<file path="src/rtl/data_memory_sync.sv">
// rtl/data_memory_sync.sv - clocked data memory with registered read, init sweep and range check
//
// Ports:
//   clk       - single clock, rising edge
//   rst_n     - synchronous active-low reset
//   rd, wr    - read / write request, sampled at the edge while ready=1
//   abus      - word address
//   in_dbus   - write data
//   out_dbus  - registered read data
//   rd_valid  - one-cycle strobe, out_dbus holds the previous accepted read
//   ready     - high once the init sweep has filled every word
//   addr_err  - one-cycle strobe, accepted rd/wr addressed a word >= DEPTH

module data_memory_sync #(
  parameter int DATA_W     = 8,
  parameter int ADDR_W     = 5,
  parameter int DEPTH      = 32,
  parameter int INIT_WORDS = 5
) (
  input  logic              clk,
  input  logic              rst_n,
  input  logic              rd,
  input  logic              wr,
  input  logic [ADDR_W-1:0] abus,
  input  logic [DATA_W-1:0] in_dbus,
  output logic [DATA_W-1:0] out_dbus,
  output logic              rd_valid,
  output logic              ready,
  output logic              addr_err
);

  typedef enum logic {
    ST_INIT = 1'b0,
    ST_RUN  = 1'b1
  } state_t;

  localparam logic [ADDR_W:0] DEPTH_W      = (ADDR_W+1)'(DEPTH);
  localparam logic [ADDR_W:0] INIT_WORDS_W = (ADDR_W+1)'(INIT_WORDS);
  localparam logic [ADDR_W:0] LAST_W       = (ADDR_W+1)'(DEPTH - 1);

  state_t            state_q;
  logic [ADDR_W:0]   cnt_q;
  logic [DATA_W-1:0] out_dbus_q;
  logic              rd_valid_q;
  logic              ready_q;
  logic              addr_err_q;
  logic [DATA_W-1:0] mem_q [DEPTH];

  logic              in_range_d;
  logic [ADDR_W:0]   cnt_inc_d;
  logic [DATA_W-1:0] init_val_d;
  logic [DATA_W-1:0] rd_data_d;

  always_comb begin
    in_range_d = ({1'b0, abus} < DEPTH_W);
    cnt_inc_d  = cnt_q + 1'b1;
    // Words below INIT_WORDS get address+1 (truncated), the rest start at 0.
    init_val_d = (cnt_q < INIT_WORDS_W) ? DATA_W'(cnt_inc_d) : '0;
    // Write-first: a same-edge write to the read address forwards the new data.
    rd_data_d  = '0;
    if (in_range_d) begin
      rd_data_d = wr ? in_dbus : mem_q[abus];
    end
  end

  always_ff @(posedge clk) begin
    if (!rst_n) begin
      state_q    <= ST_INIT;
      cnt_q      <= '0;
      out_dbus_q <= '0;
      rd_valid_q <= 1'b0;
      ready_q    <= 1'b0;
      addr_err_q <= 1'b0;
    end else begin
      case (state_q)
        ST_INIT: begin
          mem_q[cnt_q[ADDR_W-1:0]] <= init_val_d;
          cnt_q                    <= cnt_inc_d;
          rd_valid_q               <= 1'b0;
          addr_err_q               <= 1'b0;
          if (cnt_q == LAST_W) begin
            state_q <= ST_RUN;
            ready_q <= 1'b1;
          end
        end
        ST_RUN: begin
          if (wr && in_range_d) begin
            mem_q[abus] <= in_dbus;
          end
          if (rd) begin
            out_dbus_q <= rd_data_d;
          end
          rd_valid_q <= rd;
          addr_err_q <= (rd || wr) && !in_range_d;
        end
        default: begin
          state_q <= ST_INIT;
          cnt_q   <= '0;
          ready_q <= 1'b0;
        end
      endcase
    end
  end

  assign out_dbus = out_dbus_q;
  assign rd_valid = rd_valid_q;
  assign ready    = ready_q;
  assign addr_err = addr_err_q;

endmodule

</file>
<file path="config.mk">
export PLATFORM = sky130hd
export DESIGN_NAME = data_memory_sync
export DESIGN_NICKNAME = d
export VERILOG_FILES = /design/src/rtl/data_memory_sync.sv
export SDC_FILE = /design/constraint.sdc
export NUM_CORES = 1
export LEC_CHECK = 0
export ABC_AREA = 1
export BUFFER_PORTS_ARGS = -buffer_cell sky130_fd_sc_hd__buf_2
export CORE_AREA = 2 2 200 202
export CTS_BUF_LIST = sky130_fd_sc_hd__clkbuf_16
export DETAILED_ROUTE_END_ITERATION = 10
export DIE_AREA = 0 0 202 204
export GPL_TIMING_DRIVEN = 0
export PLACE_DENSITY = 0.53
export SYNTH_ARGS = -nofsm -noshare
export SYNTH_HDL_FRONTEND = slang
export SYNTH_SLANG_ARGS = --single-unit
</file>
<file path="constraint.sdc">
create_clock -name clk -period 3.11 [get_ports clk]
set_input_delay 0.1555 -clock clk [delete_from_list [all_inputs] [get_ports clk]]
set_output_delay 0.1555 -clock clk [all_outputs]
set_load 0.005 [all_outputs]
</file>
* Word-level counts from Yosys, hierarchy flattened *
Memory sizes are Yosys's and may differ from the RTL's. A register that Yosys moved wholly into a read port is not among the register bits.
Cells that the tools add are included.

cells by class
  bitwise gates (word level) = 1
  multiplexer cells = 14
  equality and inequality tests = 1
  order comparisons = 1
  add/sub/neg operators = 1
  reduce and logical (&&, ||, !) cells = 4

operator list
  kind                 count
  $mux 1               10
  $mux 8               1
  $reduce_or 8->1      1
  $add 6x1->6 const B  1
  $eq 6x5->1 const B   1
  $lt 6x3->1 const B   1
  $mux 6               1
  $mux 5               1
  $reduce_and 2->1     2
  $pmux 1 s2           1
  $logic_not 1->1      1
  $not 1->1            1

storage, ports and cells
  output and inout bits = 11
  register bits after elaboration = 9
  memory bits (writable) = 256
  memories kept = 1
  input port bits = 17
  word-level logic and storage cells = 27

memory list
  memory  words  bits a word  read ports  clocked after Yosys merged registers in  write ports  RTL line  text
  mem_q   32     8            1           1                                        1            47        logic [DATA_W-1:0] mem_q [DEPTH];

* Depth between registers and ports, before layout *
Gate-level depths: netlist of the first run.

  depth after elaboration = 6
  depth in mapped cells = 14
  gate-level depth less buffers = 11

* Least setup slack after synthesis of the first run *
No wires, ideal clock.

  path kind = reg2reg
  start = register state_q
  end = memory mem_q[10][0], enable pin
  cell stages (with the launch flop) = 8
  data arrival time = 1658 ps
  required time = 2740 ps
  clock period less this slack = 2028 ps
  setup time = 370 ps
  path slack = 1082 ps
  path buffers = 3
  path through = dfxtp_1 > buf_4 > nand3_4 > buf_6 > buf_4 > o21ai_2 > nand3_1 > nor2_1

between the ends
  longest elaborated chain between the ends = 5
  elaborated cells between the ends (all ways) = 9
  classes of those cells = 8 x mux; 1 x reduce/logical

ends and longest elaborated chain
  item                                                      RTL line  text
  from (decl)                                               41        state_t state_q;
  from (signal assigned)                                    68        state_q <= ST_INIT;
  from (signal assigned)                                    82        state_q <= ST_RUN;
  from (signal assigned)                                    97        state_q <= ST_INIT;
  $mux 1                                                    75        case (state_q)
  $mux 1                                                    67        if (!rst_n) begin
  $mux 1 (implied by the code)                              88        mem_q[abus] <= in_dbus;
  $reduce_or 8->1 (no source line)                          -
  $mux 5 (no source line) / $mux 1 (equally long branches)  -
  to (decl)                                                 47

Parallel ways exist; a longest one is shown, timed or not.

* Worst setup path after layout of the first run *
  start = register state_q
  end = memory mem_q[0][4], enable pin

The elaborated chain is that of the path after synthesis.

==> results of run 1 <==
==> sequential cells by signal (all words and copies together), names as in the netlist <==
name,flops
rd_valid,1
mem_q,256
out_dbus,8
cnt_q,6
state_q,1
ready,1
==> cell usage in the layout (no fill, tap or decap), types with 11 or more instances in the layout <==
cell         n
o21ai_1     15
nor2_1      86
nand2_1    314
clkbuf_16   29
inv_1       25
clkbuf_1    14
inv_2       15
a21oi_1     11
dfxtp_1     17
edfxtp_1   256
nand3_1    190
buf_2       46
o211ai_1    14
o21ai_0     21
==> per-stage QoR <==
step | instances | worst slack, ns | utilization | instance area (um2)
3_5_place_dp | 1605 | 0.140 | 0.317 | 12400
6_report | 1659 | 0.284 | 0.341 | 13400
4_1_cts | 1657 | 0.334 | 0.340 | 13300
5_1_grt | 1658 | 0.194 | 0.341 | 13400
3_3_place_gp | 1604 | 0.0758 | 0.316 | 12400
2_1_floorplan | 1056 | 1.08 | - | 11600
==> synth_stat cells, types with 2 or more instances <==
master    count
inv_1        23
nor3_1        2
nand2_1     316
o21ai_0      21
buf_6         7
edfxtp_1    256
nand3_2       9
a21oi_1      11
nand3_1     190
clkbuf_1     14
nor2_1       87
o21ai_1      15
nand4_1       3
buf_4         9
buf_2        23
o211ai_1     14
ha_1          2
buf_1         6
inv_2        15
nor2_4        3
o21ai_2       5
dfxtp_1      17
==> per-layer routing <==
| metal | GRT usage | wire, um | up-vias |
|---|---|---|---|
| li1 | - | - | 3785 |
| met1 | 0.212 | 14400 | 3887 |
| met2 | 0.258 | 15300 | 288 |
| met3 | 0.0202 | 1970 | 58 |
| met4 | 0.0670 | 1070 | 0 |
| met5 | 0 | 0 | - |
==> how the worst max path moves through the flow <==
stage                             startpoint                     end  cells past startpoint
final                     state_q$_SDFF_PN0_   mem_q[0][4]$_DFFE_PP_                      9
after global routing      state_q$_SDFF_PN0_   mem_q[0][4]$_DFFE_PP_                      9
after CTS                 state_q$_SDFF_PN0_   mem_q[0][4]$_DFFE_PP_                      9
after detailed placement             abus[1]   mem_q[0][7]$_DFFE_PP_                      7
after global placement    state_q$_SDFF_PN0_  mem_q[22][6]$_DFFE_PP_                      5
after floorplan           state_q$_SDFF_PN0_  mem_q[10][0]$_DFFE_PP_                      7
==> what timing repair did <==
action / in CTS / in global routing
setup buffers: 0 / 0
endpoints found under the hold margin: 1 / 0
hold buffers: 1 / 0
==> cell families after synthesis <==
family	Yosys count
compound gates	69
buf+inv	98
other cells	1
flops	273
fa+ha+maj	2
simple gates	612
xor+xnor	1
==> where the power goes <==
part           switching [mW]  internal [mW]
Combinational           0.422          0.150
Sequential             0.0113           4.04
Clock                    1.40           1.93
==> worst reg2reg max path, stage by stage, from the launching register on <==
cell,delay [ns]
dfxtp_1,0.31
buf_4,0.16
nand3_4,0.11
buf_6,0.17
buf_4,0.18
nand2_1,0.09
o21ai_2,0.09
inv_2,0.09
nand3_1,0.36
nor2_1,0.88
==> layout make-up <==
type,instances,area share
tap,525,0.0492
timing repair buffer,26,0.0135
sequential,273,0.601
clock inverter,22,0.0137
multi-input combinational,685,0.232
antenna,1,0.000187
buffer,59,0.0252
inverter,39,0.0112
clock buffer,29,0.0543
==> results.tsv, run 1 <==
metric	value	unit
synth_area_leaders	edfxtp_1 66%, nand2_1 10%, nand3_1 8.2%, dfxtp_1 2.9%, nor2_1 2.8%	
finalPower	7.96	mW
ys.flop_type	edfxtp_1	
ys_ff_latch	273	
reg2reg_to	mem_q[0][4]$_DFFE_PP_	
cts_tree	built	
critical_path_arrival	2.99	ns
fin_skew	0.0156	ns
register_area	8030	um2
grt_antenna_before_repair	0	
gr-usage-all-layers	0.158	
cts-root-buf	clkbuf_16	
async_flop_share	0	
core	39200	um2
rsz0062_at_grt	no	
dp_hpwl	21.8	mm
multi_input_area	3090	um2
synthCells	1056	
grt_max_degree	34	
first_iter_violations	634	
rows	73	
overflow	0	
min_from	rd	
ys_warn_count	0	
clkTransAtPathRegs	0.06	ns
cpMaxStageDelayCell	nor2_1	
nFillCells	3916	
place_congestion	0.875	
finalMaxSlewViolations	0	
dieArea	41200	um2
yosysSeqAreaShare	0.692	
synthDistinctLibCells	30	
hold_slack	0.0554	ns
route.detailed.wl_per_inst	19.7	um
nNetsFinal	1131	
hold_viol	0	
maxCapViolCount	0	
crit_path_end_kind	flip-flop	
critPathMostFrequentCell	buf_4	
path_buf_inv	4	
cts_sinks	273	
ir_drop	0.000398	V
grt_pass1_vias	7721	
synth-xor-area-share	0.000755	
tns	0	ns
numCtsBuffers	28	
cp_top_family	simple AND/OR/NAND/NOR gates	
insertion_delay	0.55	ns
p_leak	4.88	nW
critical_path_class	flip-flop to flip-flop	
cts_resized	0	
cpPeakStageDelay	0.88	ns
reg2reg_depth	9	
powerDensity	596	nW/um2
drtAntennaViolNets	0	
worstPathCellList	buf_4, nand3_4, buf_6, buf_4, nand2_1, o21ai_2, inv_2, nand3_1, nor2_1	
crit_fanout	10	
required	3.27	ns
totalWireLength	32.7	mm
fmax	354	MHz
ios	28	
synth_top_area_cell	edfxtp_1	
min_period	2.83	ns
synth_top_family_by_area	simple AND/OR/NAND/NOR gates	
grt_pass1_wl	48.8	mm
drive_gt1_frac	0.128	
area_growth	15.1	%
synthAdderAreaFrac	0.00216	
die_h	204	um
syn_area_per_cell	11.0	um2
status	complete, no violations	
whs_endpoint	out_dbus[3]$_SDFFE_PN0P_	
timing.rr.start	state_q$_SDFF_PN0_	
synth_fp_nets	1075	
initial_utilization	0.296	
synth_edf_count	256	
r2r_slack	0.28	ns
worst_pin_slew	1.32	ns
slew_headroom	0.119	
die-width	202	um
netlist_area	11600	um2
clockBufferDepth	3	
setup-violations-final	0	
holdPathStages	5	
drc_errors	0	
ctsHtreeMaxLevel	1	
yosysTopAreaCellShare	0.663	
vias_per_cell	4.83	
portBuffers	23	
synth-compound-area-share	0.0351	
dr.pass1.iters	5	
vias	8018	
synth_mux_area_frac	0	
start_kind	flip-flop	
yosys.area_share.simple	0.228	
timing.final.crit_share	0.909	
hold_path_class	input port to flip-flop	
Note: power is estimated with default switching activity, not from simulation.
==> run 2: changes to the inputs <==
PLACE_DENSITY = 0.52   (was 0.53)
==> run 2 against run 1 <==
Compared with the run above:
- core utilization decreased by 0.18 points
- cell area decreased by 0.53%
- clock skew increased by 0.016 ns
- critical path depth unchanged
- via count decreased by 0.95%
- fmax increased by 0.77%
- die area unchanged
- cell count unchanged
- non-clock buffer count increased by 1
- clock-buffer cell count decreased by 2
- sequential power about the same
- largest power group unchanged
==> results.tsv, run 2 (same netlist as run 1, synthesis figures left out) <==
metric	value	unit
fmax	357	MHz
clkTransAtPathRegs	0.06	ns
status	complete, no violations	
totalWireLength	32.7	mm
mostFrequentLayoutCells	314 x nand2_1, 256 x edfxtp_1, 190 x nand3_1, 86 x nor2_1, 46 x buf_2	
grtUsageMet1	0.216	
timing.final.crit_share	0.902	
dp_hpwl	22.0	mm
cts_sinks	273	
ctsHtreeMaxLevel	1	
rows	73	
fin_ws	0.305	ns
ios	28	
critical_path_class	flip-flop to flip-flop	
initial_utilization	0.296	
overflow	0	
rsz0062_at_grt	no	
met2_usage	0.266	
drive_gt1_frac	0.128	
largest_reg_flops	256	
post_cts_buffers	0	
portBuffers	23	
busiest_layer	met2	
cts_tree	built	
top_register	mem_q	
start_kind	flip-flop	
crit_path_end_kind	flip-flop	
cts-root-buf	clkbuf_16	
nFillCells	3910	
grt_antenna_before_repair	0	
numCtsBuffers	27	
grt_pass1_wl	48.7	mm
route.detailed.wl_per_inst	19.7	um
crit_fanout	10	
critical_path_arrival	2.98	ns
die_h	204	um
hold_viol	0	
die-width	202	um
slew_headroom	0.157	
grt_max_degree	34	
area_growth	14.5	%
drtAntennaViolNets	0	
setup-violations-final	0	
worst_pin_slew	1.26	ns
place_congestion	0.850	
vias	7942	
finalMaxSlewViolations	0	
first_iter_violations	764	
min_period	2.80	ns
core	39200	um2
hold_path_class	input port to flip-flop	
required	3.29	ns
layout_commonest_cell	nand2_1	
p_leak	4.87	nW
dr.pass1.iters	5	
powerDensity	577	nW/um2
dieArea	41200	um2
clockBufferDepth	3	
ir_drop	0.000384	V
tns	0	ns
fin_skew	0.0321	ns
vias_per_cell	4.79	
maxCapViolCount	0	
nNetsFinal	1131	
drc_errors	0	
grt_pass1_vias	7618	
dp_slack	0.105	ns
grt_use_met3	0.0169	
gr-usage-all-layers	0.158	
insertion_delay	0.55	ns
run 2: cell type report:
type,count,area (um2),area share
Tap cell,525,657,0.0495
Multi-Input combinational cell,685,3090,0.233
Clock inverter,23,134,0.0101
Timing Repair Buffer,27,208,0.0156
Antenna cell,1,2.50,0.000188
Sequential cell,273,8030,0.604
Buffer,59,337,0.0253
Inverter,39,149,0.0112
Clock buffer,27,676,0.0509
run 2: what timing repair did:
item                      CTS  global route
hold buffers                1             0
hold endpoints to repair    1             0
gates resized for setup     0             0
run 2: per-layer routing:
metal,share of wire,up-vias
met5,0,-
met1,0.44,3876
met4,0.029,0
met3,0.056,40
met2,0.47,251
li1,-,3775
run 2: per-stage QoR:
| step | instances | area (um2) | utilization | hold WS [ns] | power [mW] |
|---|---|---|---|---|---|
| floorplan | 1056 | 11600 | - | 0.355 | 4.46 |
| CTS | 1657 | 13200 | 0.338 | 0.0429 | 7.71 |
| global route | 1658 | 13300 | 0.339 | 0.0849 | 7.89 |
| finish | 1659 | 13300 | 0.339 | 0.0543 | 7.66 |
| global placement | 1604 | 12400 | 0.316 | 0.429 | 4.68 |
| detailed placement | 1606 | 12400 | 0.317 | 0.441 | 4.69 |
run 2: path summary, 6_finish.rpt:
kind                       from                  endpoint  slack [ns]  cells after the start
max          state_q$_SDFF_PN0_     mem_q[0][4]$_DFFE_PP_        0.31                      9
min                          rd  out_dbus[3]$_SDFFE_PN0P_        0.05                      5
max reg2reg  state_q$_SDFF_PN0_     mem_q[0][4]$_DFFE_PP_        0.31                      9
min reg2reg  ready$_SDFFE_PN0P_        ready$_SDFFE_PN0P_        0.45                      2
run 2: worst max-delay path: stages (launching register included):
cell,delay [ns]
dfxtp_1,0.31
buf_4,0.16
nand3_4,0.11
buf_6,0.17
buf_4,0.18
nand2_1,0.08
o21ai_2,0.08
inv_2,0.09
nand3_1,0.36
nor2_1,0.88
run 2: power breakdown:
| group | switching [mW] | internal [mW] | total, mW |
|---|---|---|---|
| clock | 1.39 | 1.66 | 3.05 |
| combinational | 0.420 | 0.144 | 0.565 |
| sequential | 0.0114 | 4.04 | 4.05 |
